`config.mk`:
```
export PLATFORM = sky130hd
export DESIGN_NAME = stack_lifo
export DESIGN_NICKNAME = d
export VERILOG_FILES = /design/src/rtl/stack_lifo_pkg.sv /design/src/rtl/stack_lifo_ctrl.sv /design/src/rtl/stack_lifo.sv
export SDC_FILE = /design/constraint.sdc
export NUM_CORES = 1
export LEC_CHECK = 0
export CORE_ASPECT_RATIO = 1.5
export CORE_MARGIN = 1.5
export CORE_UTILIZATION = 25
export DETAILED_ROUTE_END_ITERATION = 16
export SLEW_MARGIN = 30
export SYNTH_ARGS = -nofsm -noshare
export SYNTH_HDL_FRONTEND = slang
export SYNTH_HIERARCHICAL = 1
export SYNTH_SLANG_ARGS = --single-unit
```
`constraint.sdc`:
```
create_clock -name CLK -period 2.4 [get_ports CLK]
set_input_delay 0.36 -clock CLK [delete_from_list [all_inputs] [get_ports CLK]]
set_output_delay 0.36 -clock CLK [all_outputs]
set_load 0.01 [all_outputs]
```
`src/rtl/stack_lifo_pkg.sv`:
```
// Shared definitions for the LIFO stack: the request op codes and their decode.
package stack_lifo_pkg;

  typedef enum logic [1:0] {
    OP_NOP  = 2'd0,
    OP_PUSH = 2'd1,
    OP_POP  = 2'd2,
    OP_SWAP = 2'd3
  } op_e;

  function automatic op_e decode_op(input logic push, input logic pop);
    return op_e'({pop, push});
  endfunction

endpackage

```
`src/rtl/stack_lifo_ctrl.sv`:
```
// Request decoder for the LIFO stack: turns Push/Pop plus occupancy into
// storage, pointer and output-register controls.
module stack_lifo_ctrl
  import stack_lifo_pkg::*;
#(
  parameter int DEPTH = 8,
  parameter int CW    = $clog2(DEPTH) + 1
) (
  input  logic          i_push,
  input  logic          i_pop,
  input  logic [CW-1:0] i_count,
  output logic          o_wr_en,
  output logic          o_wr_top,
  output logic          o_rd_en,
  output logic          o_inc,
  output logic          o_dec,
  output logic          o_pass,
  output logic          o_ovf_nxt,
  output logic          o_unf_nxt
);

  op_e  w_op;
  logic w_full;
  logic w_empty;

  assign w_op    = decode_op(i_push, i_pop);
  assign w_full  = (i_count == CW'(DEPTH));
  assign w_empty = (i_count == CW'(0));

  // Refused requests produce only a status pulse, so sp stays within 0..DEPTH
  always_comb begin
    o_wr_en   = 1'b0;
    o_wr_top  = 1'b0;
    o_rd_en   = 1'b0;
    o_inc     = 1'b0;
    o_dec     = 1'b0;
    o_pass    = 1'b0;
    o_ovf_nxt = 1'b0;
    o_unf_nxt = 1'b0;
    case (w_op)
      OP_PUSH: begin
        if (w_full) begin
          o_ovf_nxt = 1'b1;
        end else begin
          o_wr_en = 1'b1;
          o_inc   = 1'b1;
        end
      end
      OP_POP: begin
        if (w_empty) begin
          o_unf_nxt = 1'b1;
        end else begin
          o_rd_en = 1'b1;
          o_dec   = 1'b1;
        end
      end
      OP_SWAP: begin
        if (w_empty) begin
          o_pass = 1'b1;
        end else begin
          o_rd_en  = 1'b1;
          o_wr_en  = 1'b1;
          o_wr_top = 1'b1;
        end
      end
      default: begin
        o_wr_en = 1'b0;
      end
    endcase
  end

endmodule

```
`src/rtl/stack_lifo.sv`:
```
// Synchronous LIFO stack with registered pop data, occupancy status and
// one-cycle overflow/underflow pulses.
module stack_lifo
  import stack_lifo_pkg::*;
#(
  parameter int WIDTH = 8,
  parameter int DEPTH = 8,
  parameter int CW    = $clog2(DEPTH) + 1
) (
  input  logic             CLK,
  input  logic             ClrN,
  input  logic             Push,
  input  logic             Pop,
  input  logic [WIDTH-1:0] DIn,
  output logic [WIDTH-1:0] DOut,
  output logic             Full,
  output logic             Empty,
  output logic [CW-1:0]    Count,
  output logic             Overflow,
  output logic             Underflow
);

  localparam int AW = $clog2(DEPTH);

  logic [WIDTH-1:0] r_mem [DEPTH];
  logic [CW-1:0]    r_sp;
  logic [WIDTH-1:0] r_dout;
  logic             r_ovf;
  logic             r_unf;

  logic          w_wr_en;
  logic          w_wr_top;
  logic          w_rd_en;
  logic          w_inc;
  logic          w_dec;
  logic          w_pass;
  logic          w_ovf_nxt;
  logic          w_unf_nxt;
  logic [AW-1:0] w_top_idx;
  logic [AW-1:0] w_wr_idx;

  stack_lifo_ctrl #(
    .DEPTH (DEPTH),
    .CW    (CW)
  ) u_ctrl (
    .i_push    (Push),
    .i_pop     (Pop),
    .i_count   (r_sp),
    .o_wr_en   (w_wr_en),
    .o_wr_top  (w_wr_top),
    .o_rd_en   (w_rd_en),
    .o_inc     (w_inc),
    .o_dec     (w_dec),
    .o_pass    (w_pass),
    .o_ovf_nxt (w_ovf_nxt),
    .o_unf_nxt (w_unf_nxt)
  );

  // Low pointer bits minus one wrap correctly to DEPTH-1 when sp == DEPTH
  assign w_top_idx = r_sp[AW-1:0] - AW'(1);
  assign w_wr_idx  = w_wr_top ? w_top_idx : r_sp[AW-1:0];

  // Storage has no reset; a swap reads the old top before it is overwritten
  always_ff @(posedge CLK) begin
    if (ClrN && w_wr_en) begin
      r_mem[w_wr_idx] <= DIn;
    end
  end

  // Pointer, output data and status pulses
  always_ff @(posedge CLK) begin
    if (!ClrN) begin
      r_sp   <= CW'(0);
      r_dout <= WIDTH'(0);
      r_ovf  <= 1'b0;
      r_unf  <= 1'b0;
    end else begin
      if (w_inc) begin
        r_sp <= r_sp + CW'(1);
      end else if (w_dec) begin
        r_sp <= r_sp - CW'(1);
      end
      if (w_rd_en) begin
        r_dout <= r_mem[w_top_idx];
      end else if (w_pass) begin
        r_dout <= DIn;
      end
      r_ovf <= w_ovf_nxt;
      r_unf <= w_unf_nxt;
    end
  end

  assign DOut      = r_dout;
  assign Count     = r_sp;
  assign Full      = (r_sp == CW'(DEPTH));
  assign Empty     = (r_sp == CW'(0));
  assign Overflow  = r_ovf;
  assign Underflow = r_unf;

endmodule
```
==> metrics.cfg, run 1 <==
[run_status]
status = finished clean

[timing]
max_slew.worst_pin.slew_ns = 0.448
hold_viol = 0
fmax_mhz = 434
post-route-min-period_ns = 2.30
setup_viol = 0
slew_headroom_pct = 69.9
timing.final.crit_share_pct = 96.0
worst_slack_ns = 0.0955
finalMaxSlewViolations = 0
rsz0062_at_grt = false
fin_skew_ns = 0.00447

[synth]
yosys.area.top_type = edfxtp_1
synth_fp_nets = 224
ys_ff_latch = 78
yosys.area_share.xor_xnor_pct = 1.06
synthFlopType = edfxtp_1
synth_compound_area_share_pct = 6.01
netlist.area_leader.share_pct = 58.0
synth_most_common_cell = edfxtp_1
yosysUniqueCellTypes = 40
synthSimpleGateAreaFrac_pct = 7.48
synth_common_cells = edfxtp_1, nor2_1, mux4_2
syn_inst = 208
synth.area.mux_share_pct = 14.3
synth_fa_ha_area_share_pct = 1.74
synth-edff-count = 64
synth_top_family_by_area = multiplexers
syn_area_per_cell_um2 = 15.9
synth-async-reset-ratio_pct = 0
synth_warnings = 6
synth_area_um2 = 3310
synth-seq-area-share_pct = 66.5
synth.area.top_cells = edfxtp_1, mux4_2, dfxtp_1, mux2_2, o21ai_0

[routing]
vias = 1987
routed_wl_um = 7430
postRouteAntennaNets = 0
drc = 0
drtPass1Iterations = 4
avgViaCountPerCell = 4.60
detail_route.iter0.violations = 167
wl_per_cell_um = 17.2

[placed_design]
place.gp.congestion = 0.767
numPortBuffers = 27
place_area_um2 = 4020
hpwl_um = 4950
placed_cells = 416
pre_cts_slack_ns = -0.134

[clock_tree]
clkSinkCount = 78
cts.root.buffer_cell = clkbuf_16
ctsHoldBuffers = 0
cts-resized-gates = 0
clockBufferDepth = 2
cts_setup_buffers = 0
clkLatencyLatePin_ns = 0.33
cts.clk_slew.worst_paths_ns = 0.06
cts_made_buffers = 9
htree_levels = 3
cts_tree = built

[setup_path]
crit_path_cell_trace = buf_4 -> inv_1 -> ha_2 -> nor3b_1 -> clkdlybuf4s50_1
slowest_delay_ns = 0.56
crit_path_end_kind = primary output
arrival_ns = 1.94
crit_path_top_delay_cell = clkdlybuf4s50_1
crit_type = flip-flop to primary output
cp-start-kind = flip-flop
worstPathRequired_ns = 2.04
critPathMaxFanout = 7

[floorplanning]
fp.dieH_um = 144
ios = 28
dieArea_um2 = 14000
initial_utilization_pct = 25.6
core_area_um2 = 13000
row_count = 51
die_x_um = 97.0

[power_and_ir_drop]
fin_total_pwr_uw = 4270
ir_worst_vdd_uv = 289
cellPowerDensity_nw_per_um2 = 991
leakagePower_uw = 0.00145

[cells_and_area]
fin_nets = 284
syn2layout_area_growth_pct = 30.1
drive_gt1_share_pct = 29.3
fin_util_pct = 33.3
final_cells = 432
antenna_cells = 0
fin_area_um2 = 4310

[grt]
antenna_found_initial = 0
grt_max_degree = 22
gr-usage-all-layers_pct = 11.2
grt_pass1_wl_um = 11600
grt_pass1_vias = 2143
overflow = 0

[hold_path]
hp-class = flip-flop to flip-flop

[run]
max-cap-violations = 0

## metal layers
metal	global-route usage [%]	part of all wire, %	up-vias
li1	-	-	929
met1	13.2	43	1011
met4	3.97	1.7	0
met3	3.45	4.3	7
met5	0	0	-
met2	19.4	51	40
## power breakdown
part	internal [uW]	switching (uW)
logic	670	658
clock network	796	490
registers	1600	52.6
total	3070	1200
## placed cells by master (no fill, tap or decap), types with 3 or more instances in the layout
cell              n
edfxtp_1         64
buf_4            31
clkdlybuf4s50_1  27
mux4_2           15
o21ai_0          14
dfxtp_1          13
nor2_1           10
clkbuf_16         9
mux2_2            8
o22ai_1           8
inv_1             5
nand2_1           5
a21oi_1           5
nor2_4            5
and2_1            4
nor3_1            3
nand3_1           3
nor2_2            3
## final timing paths
check | end | from | slack, ns | depth (start not counted)
hold reg to reg | Count[1]$_SDFFE_PN0P_ | Count[1]$_SDFFE_PN0P_ | 0.64 | 3
hold / removal | Count[1]$_SDFFE_PN0P_ | Count[1]$_SDFFE_PN0P_ | 0.64 | 3
setup / recovery | Empty | Count[0]$_SDFFE_PN0P_ | 0.1 | 5
setup reg to reg | r_mem[3][3]$_DFFE_PP_ | Count[0]$_SDFFE_PN0P_ | 0.19 | 8
## critical path, delay by kind of cell (launching register included)
kind                       cells  cell delay, ns
adders and majority gates      1            0.25
and+or+nand+nor                1            0.21
buffers and inverters          3            0.82
DFF                            1            0.34
## cell families (layout without fill, tap and decap cells)
group / count (synthesis) / after routing
AOI/OAI and AO/OA: 33 / 33
DFF: 78 / 78
and+or+nand+nor: 47 / 47
buffers and inverters: 16 / 81
xor gates and xnor gates: 4 / 4
muxes: 26 / 26
adders and majority gates: 4 / 4
## through the flow
step                hold slack, ns  setup TNS (ns)
finish                       0.637               0
global placement             0.630          -0.231
floorplan                    0.459               0
global route                 0.679               0
CTS                          0.637               0
detailed placement           0.629          -0.716
## sequential cells by signal (all words and copies together) (netlist names)
register   flops
Count          4
DOut           8
Overflow       1
Underflow      1
r_mem         64
## cell type report
type                    instances  area (um2)
flip-flops and latches         78        2210
inverters                       5        18.8
multi-input cells             114        1060
fillers                      1248        8640
repair buffers                 60         543
clock buffers                  11         233
well taps                     159         199
clock inverters                 5        50.0
Power figures use the tool's default switching activity.
==> run 2: changes to the inputs <==
--- a/config.mk
+++ b/config.mk
@@ -7,8 +7,9 @@
 export LEC_CHECK = 0
 export CORE_ASPECT_RATIO = 1.5
 export CORE_MARGIN = 1.5
-export CORE_UTILIZATION = 25
+export CORE_UTILIZATION = 51
 export DETAILED_ROUTE_END_ITERATION = 16
+export PLACE_DENSITY = 0.74
 export SLEW_MARGIN = 30
 export SYNTH_ARGS = -nofsm -noshare
 export SYNTH_HDL_FRONTEND = slang
==> metrics.cfg, run 2 (same netlist as run 1, synthesis figures left out) <==
[clock_tree]
cts.clk_slew.worst_paths_ns = 0.08  ; +0.02 ns
clkSinkCount = 78  ; unchanged
cts_tree = built
cts.root.buffer_cell = clkbuf_8
clockBufferDepth = 2  ; unchanged
htree_levels = 3  ; unchanged
clkLatencyLatePin_ns = 0.35  ; +0.02 ns
cts_made_buffers = 9  ; unchanged

[floorplanning]
ios = 28  ; unchanged
core_area_um2 = 6220  ; -52%
fp.dieH_um = 102  ; -29%
dieArea_um2 = 7000  ; -50%
row_count = 35  ; -31%
initial_utilization_pct = 53.3  ; +28 points
die_x_um = 68.8  ; -29%

[setup_path]
critPathMaxFanout = 14  ; +7
cp-start-kind = flip-flop
worstPathRequired_ns = 2.65  ; +0.61 ns
crit_path_end_kind = flip-flop
arrival_ns = 2.50  ; +0.56 ns
crit_path_cell_trace = buf_4 -> nor3_1 -> a21oi_1 -> inv_1 -> ha_1 -> a21o_1 -> a21oi_1 -> a21oi_1 -> a311o_1
r2r_start = Count[0]$_SDFFE_PN0P_
cpMostUsedCell = a21oi_1
crit_type = flip-flop to flip-flop
cp-startpoint = Count[0]$_SDFFE_PN0P_
slowest_delay_ns = 0.36  ; -0.20 ns
crit_path_top_delay_cell = dfxtp_4

[routing]
drc = 0  ; unchanged
detail_route.iter0.violations = 138  ; -17%
vias = 2016  ; +1.5%
routed_wl_um = 7010  ; -5.6%
wl_per_cell_um = 20.1  ; +17%
postRouteAntennaNets = 0  ; unchanged
avgViaCountPerCell = 5.78  ; +26%
drtPass1Iterations = 4  ; unchanged

[timing]
max_slew.worst_pin.slew_ns = 0.428  ; -0.0196 ns
setup_viol = 0  ; unchanged
post-route-min-period_ns = 2.25  ; -0.0548 ns
finalMaxSlewViolations = 0  ; unchanged
slew_headroom_pct = 71.2  ; +1.3 points
fin_setup_tns_ns = 0  ; unchanged
fmax_mhz = 445  ; +2.4%
worst_slack_ns = 0.150  ; +0.0548 ns
fin_skew_ns = 0.00905  ; +0.00459 ns
timing.final.crit_share_pct = 93.7  ; -2.3 points
rsz0062_at_grt = false
hold_viol = 0  ; unchanged

[placed_design]
place.gp.congestion = 0.812  ; +5.9%
numPortBuffers = 27  ; unchanged
hpwl_um = 4700  ; -5.1%
pre_cts_slack_ns = 0.0300  ; +0.164 ns

[power_and_ir_drop]
leakagePower_uw = 0.00142  ; -2.1%
cellPowerDensity_nw_per_um2 = 954  ; -3.7%
fin_total_pwr_uw = 3950  ; -7.6%
ir_worst_vdd_uv = 532  ; +84%

[run]
max-cap-violations = 0  ; unchanged

[cells_and_area]
fin_nets = 286  ; +0.70%
syn2layout_area_growth_pct = 24.9
layout_common_cells = edfxtp_1, buf_4, clkdlybuf4s50_1
top_register = r_mem
final_common_cell = edfxtp_1
drive_gt1_share_pct = 31.3  ; +2.0 points
antenna_cells = 0  ; unchanged
largest_reg_flops = 64  ; unchanged

[grt]
use_met1_pct = 28.0  ; +15 points
grt_use_met3_pct = 7.44  ; +4.0 points
grt_pass1_wl_um = 10900  ; -5.5%
grt_max_degree = 18  ; -18%
gr-usage-all-layers_pct = 23.4  ; +12 points
overflow = 0  ; unchanged
grt_pass1_vias = 2094  ; -2.3%
grt_util_met2_pct = 35.9  ; +17 points
antenna_found_initial = 0  ; unchanged
grt_most_used_layer = met2

[run_status]
status = finished clean

[hold_path]
hp-class = flip-flop to flip-flop
hp-start = DOut[1]$_SDFFE_PN0P_

==> run 2: cell types whose count changed in the layout (fill, tap and decap cells not counted), moves of 2 or more <==
cell        before  now
clkbuf_16        9    0
clkinv_1         2    0
buf_4           31   33
clkinvlp_4       1    3
clkbuf_8         0    9
==> run 2: cell type report <==
type	instances	area [um2]
Clock buffer	10	128
Clock inverter	6	70.1
Fill cell	458	2080
Inverter	5	18.8
Multi-Input combinational cell	114	1070
Sequential cell	78	2210
Tap cell	74	92.6
Timing Repair Buffer	62	557
==> run 2: worst max-delay path, delay by kind of cell (launching register included) <==
family / cells / cell delay [ns]
buf+inv: 2 / 0.29
flops: 1 / 0.36
simple gates: 1 / 0.35
fa+ha+maj: 1 / 0.22
compound gates: 5 / 0.93
==> run 2: report_power, final <==
part / total [uW] / internal [uW] / switching [uW]
logic: 1320 / 673 / 649
clock network: 973 / 485 / 488
registers: 1650 / 1600 / 51.8
==> run 2: path summary, 6_finish.rpt <==
check	endpoint	slack, ns	depth (start not counted)
hold reg to reg	DOut[1]$_SDFFE_PN0P_	0.65	3
setup reg to reg	Count[3]$_SDFFE_PN0P_	0.15	9
setup / recovery	Count[3]$_SDFFE_PN0P_	0.15	9
hold / removal	DOut[1]$_SDFFE_PN0P_	0.65	3
==> run 2: routing by layer <==
layer  share of wire [%]  vias to the layer above  wire, um
met5                   0                        -         0
met4                 3.8                        0       269
met3                 6.1                       15       428
met2                  51                       69      3590
met1                  39                      999      2720
li1                    -                      933         -
==> run 2: repair_timing <==
| item | 4_1_cts | 5_1_grt |
|---|---|---|
| resized for setup | 2 | 2 |
| hold buffers | 0 | 0 |
| pin swaps | 0 | 0 |
| setup buffers | 0 | 0 |
| endpoints found under the setup margin | 2 | 1 |
==> run 2: stage by stage <==
step	hold slack (ns)	std cells	util (%)	cell area (um2)
CTS	0.650	349	66.4	4130
detailed placement	0.628	333	63.2	3930
floorplan	0.459	208	-	3370
global placement	0.619	333	63.2	3930
global route	0.689	349	66.5	4140
finish	0.646	349	66.5	4140
==> run 3: changes to the inputs <==
--- a/config.mk
+++ b/config.mk
@@ -9,6 +9,7 @@
 export CORE_MARGIN = 1.5
 export CORE_UTILIZATION = 51
 export DETAILED_ROUTE_END_ITERATION = 16
+export HOLD_SLACK_MARGIN = 0.06
 export PLACE_DENSITY = 0.74
 export SLEW_MARGIN = 30
 export SYNTH_ARGS = -nofsm -noshare
==> results of run 3 <==
Same layout as run 2: the final DEF is identical, and so are final timing and power.
